**src/rtl/sat_counter.sv**
```systemverilog
// Statistics counter that holds at all-ones; registered, updates on the edge after inc.
// No backpressure; inc is honoured every cycle until saturation.
module sat_counter #(
  parameter int W = 8
) (
  input  logic         clk,
  input  logic         rst,
  input  logic         inc,
  output logic [W-1:0] cnt
);

  always_ff @(posedge clk) begin
    if (rst) begin
      cnt <= '0;
    end else if (inc && (cnt != {W{1'b1}})) begin
      cnt <= cnt + W'(1);
    end
  end

endmodule

```
**config.mk**
```make
export PLATFORM = sky130hd
export DESIGN_NAME = sat_counter
export DESIGN_NICKNAME = d
export VERILOG_FILES = /design/src/rtl/sat_counter.sv
export SDC_FILE = /design/constraint.sdc
export NUM_CORES = 1
export LEC_CHECK = 0
export CORE_MARGIN = 4
export CORE_UTILIZATION = 30
export DETAILED_ROUTE_END_ITERATION = 16
export PLACE_DENSITY = 0.6
export SETUP_SLACK_MARGIN = 0.4
export SYNTH_ARGS = -nofsm -noshare
export SYNTH_HDL_FRONTEND = slang
export SYNTH_SLANG_ARGS = --single-unit
```
**constraint.sdc**
```tcl
create_clock -name clk -period 1.2 [get_ports clk]
set_input_delay 0.12 -clock clk [delete_from_list [all_inputs] [get_ports clk]]
set_output_delay 0.12 -clock clk [all_outputs]
set_load 0.005 [all_outputs]
```
=== Word-level counts from Yosys, hierarchy flattened ===
Cells that the tools add are included.

* $add $sub $neg: 1
* Eq/ne operators: 1
* Reductions and logical operators: 1

{| class="wikitable"
|+ Operator list
! kind !! number
|-
| 8-bit by 1-bit adder with 8-bit output, second input constant || 1
|-
| 8-bit inequality test, second input constant || 1
|-
| 1-bit logical AND || 1
|}

* Register bits after elaboration: 8
* Input port bits: 3
* Output and inout bits: 8
* Logic and storage cells: 4

=== Longest topological paths before layout ===
* Depth after elaboration: 2
* Mapped depth: 4
* Mapped depth without buffers: 4

=== Worst setup path after synthesis ===
Ideal clock, no wire load.

* Path type: reg-to-reg
* Start point: register cnt[0]
* End point: register cnt[0]
* Library setup time: 121 ps
* Arrival: 1,245 ps
* Data required time: 1,079 ps
* Slack: -166 ps
* Stages on the path, launching flop included: 5
* Path buffers: 0
* Clock period less this slack: 1,366 ps
* Cells stage by stage: dfxtp_1 > ha_1 > and3_4 > a21boi_4 > mux2_4

* Cells in the longest elaborated chain, start to end: 2
* Elaborated cells on any way between the ends: 3
* Classes of those cells: add/sub (1); eq/ne (1); reduce/logical (1)

{| class="wikitable"
|+ Ends and longest elaborated chain
! what !! RTL line !! text
|-
| start, declared || 9 || <nowiki>output logic [W-1:0] cnt</nowiki>
|-
| start signal, assigned || 16 || <nowiki>cnt <= cnt + W'(1);</nowiki>
|-
| parallel branches: the longest is 2 deep, another holds 8-bit by 1-bit adder with 8-bit output || n/a ||
|}

Parallel ways; which one is timed is not known.
A chain may end at the register's enable or synchronous reset.

=== Worst setup path in the final report ===
Ends and elaborated chain as after synthesis.

==> reports/metrics.cfg <==
[worst_setup_path]
worst_setup_path_end_kind=flop
critPathBufInv=0
critPathSlowestCell=dfxtp_2
critPathKind=reg -> reg
crit_path_max_fanout=3
slowest_delay_ps=340
path_cells=ha_4 -> and3_4 -> a21boi_4 -> mux2_4
critPathTopFamily=flip-flops
required_ps=1340
cp.arrival_ps=1380
cp-start-kind=flop

[route]
drc=0
wl_per_cell_um=13.1
wl_um=1160
vias=458
drtAntennaViolNets=0
firstDrtPassIters=4
drt_first_iter_violations=7
routed_via_density=5.20

[status]
status=finished, violations left
violations=setup timing

[final_layout]
top_register=cnt
largest_reg_flops=8
reg.largest.list=cnt (8)
antenna_cells=0
nNetsFinal=79
area_growth_pct=73.0
drive_above_1_share_pct=58.9
fin_area_um2=744

[cts]
clock_path_buffers=2
clkLatencyLatePin_ps=250
ctsHoldBuffers=0
numClockSinks=8
cts_buffers=3
cts_tree=done
cts_root_buf=clkbuf_4
h-tree-depth=1
clk_pin_slew_worst_paths_ps=60

[floorplan]
core_um2=1330
die_h_um=45.9
ios=11
fp-row-count=13
start_util_pct=32.3
die-area_um2=2100
die_w_um=45.9

[sta]
slew_violations=0
fin_tns_setup_ps=-37.3
min_period_over_period_pct=103
worstMarginPinSlew_ps=219
fmax_mhz=808
skew_ps=3.38
hold_violations=0
finalCriticalPeriod_ps=1240
slew-limit-headroom_pct=85.3
worst_slack_ps=-37.3
rsz0062_at_grt=true
finalSetupViolCount=1

[placed_design]
place_congestion=0.811
io_buffers=10
dp_hpwl_um=827
dpl_cell_area_um2=662
dp_slack_ps=-224

[grt]
grt_usage_pct=13.6
grt_overflow=0
grt_max_degree=8
antenna_found_initial=0
grt_pass1_wl_um=2040
grt_pass1_vias=455

[logic_synthesis]
synth_cells=46
avgSynthCellArea_um2=9.36
ys_seq_area_share_pct=37.2
yosysWarnings=0
ys_ff_latch=8
syn_nets=50
syn-cell-area_um2=430
ys_types=25

[job]
drv_cap=0

[worst_hold_path]
holdCritPathClass=reg -> reg

[power_and_ir_drop]
power_density_nw_per_um2=752
peakVddDrop_mv=0.290
p_leak_nw=0.313

-- worst reg2reg max path: stages (launching register included) --
cell	delay, ps
dfxtp_2	340
ha_4	150
and3_4	190
a21boi_4	140
mux2_4	300
-- worst paths after layout --
| kind | startpoint | endpoint | slack, ps | cells past startpoint |
|---|---|---|---|---|
| min | cnt[3] | cnt[3] | 600 | 3 |
| max reg2reg | cnt[0] | cnt[0] | -40 | 4 |
| max | cnt[0] | cnt[0] | -40 | 4 |
| min reg2reg | cnt[3] | cnt[3] | 600 | 3 |
-- cells by family (layout without fill, tap and decap cells) --
logic type      count (synthesis)  after routing  share of synthesized area, %
flops                           8              8                          37.2
compound gates                 15             15                          25.9
buf+inv                         2             29                          3.49
fa+ha+maj                       1              1                          2.91
mux                             2              2                          5.81
simple gates                   18             18                          24.7
-- cell usage in the layout (no fill, tap or decap), drive strengths merged, types with 2 or more instances in the layout --
| cell | synthesis | final |
|---|---|---|
| a21boi | 2 | 2 |
| clkdlybuf4s50 | 0 | 2 |
| clkbuf | 0 | 3 |
| a211oi | 2 | 2 |
| and4 | 2 | 2 |
| nand4 | 2 | 2 |
| nand3 | 2 | 2 |
| buf | 1 | 22 |
| dfxtp | 8 | 8 |
| nand2 | 5 | 5 |
| o21bai | 2 | 2 |
| a21oi | 5 | 5 |
| nor3 | 2 | 2 |
-- what timing repair did --
action,4_1_cts,5_1_grt
setup endpoints to repair,16,16
gates resized for setup,42,1
pin swaps,1,0
setup buffers,2,1
-- layer usage --
layer / GRT usage, % / vias to the layer above / part of all wire (%)
met4: 6.82 / 0 / 1.6
li1: - / 235 / -
met2: 21.2 / 16 / 45
met3: 4.74 / 3 / 5.6
met1: 16.3 / 204 / 47
met5: 0 / - / 0
-- cells in the mapped netlist --
library cell,instances,area (um^2)
dfxtp_1,8,160
a21oi_1,5,25.0
nand2_1,5,18.8
a211oi_1,2,15.0
and4_1,2,17.5
nand3_1,2,10.0
nand4_1,2,12.5
nor3_1,2,10.0
o21bai_1,2,15.0
a21boi_0,1,7.51
a21boi_4,1,18.8
a311oi_1,1,8.76
a31oi_1,1,6.26
and2b_2,1,8.76
and3_4,1,11.3
buf_6,1,11.3
ha_1,1,12.5
inv_1,1,3.75
mux2_4,1,15.0
mux2i_1,1,10.0
nand2b_1,1,6.26
nor2_1,1,3.75
o21ai_1,1,5.00
o311a_1,1,10.0
or3_2,1,7.51
-- area by class of cell --
type	count	area, um^2
clock buffers	3	22.5
well taps	15	18.8
flip-flops and latches	8	175
repair buffers	25	241
multi-input cells	36	283
inverters	1	3.75
fillers	131	589
-- power breakdown --
group	switching (W)	internal, W
logic	0.0000295	0.0000433
clock network	0.0000949	0.000115
registers	0.00000724	0.000270
total	0.000132	0.000428
-- through the flow --
stage	cells	hold WS, ps	util [%]	total power [W]
final	88	601	55.8	0.000559
after global routing	88	635	55.8	0.000600
after CTS	87	532	54.9	0.000571
after detailed placement	82	526	49.6	0.000358
after global placement	82	516	49.6	0.000357
after floorplan	46	185	-	0.000312
(Power assumes the default switching activity.)
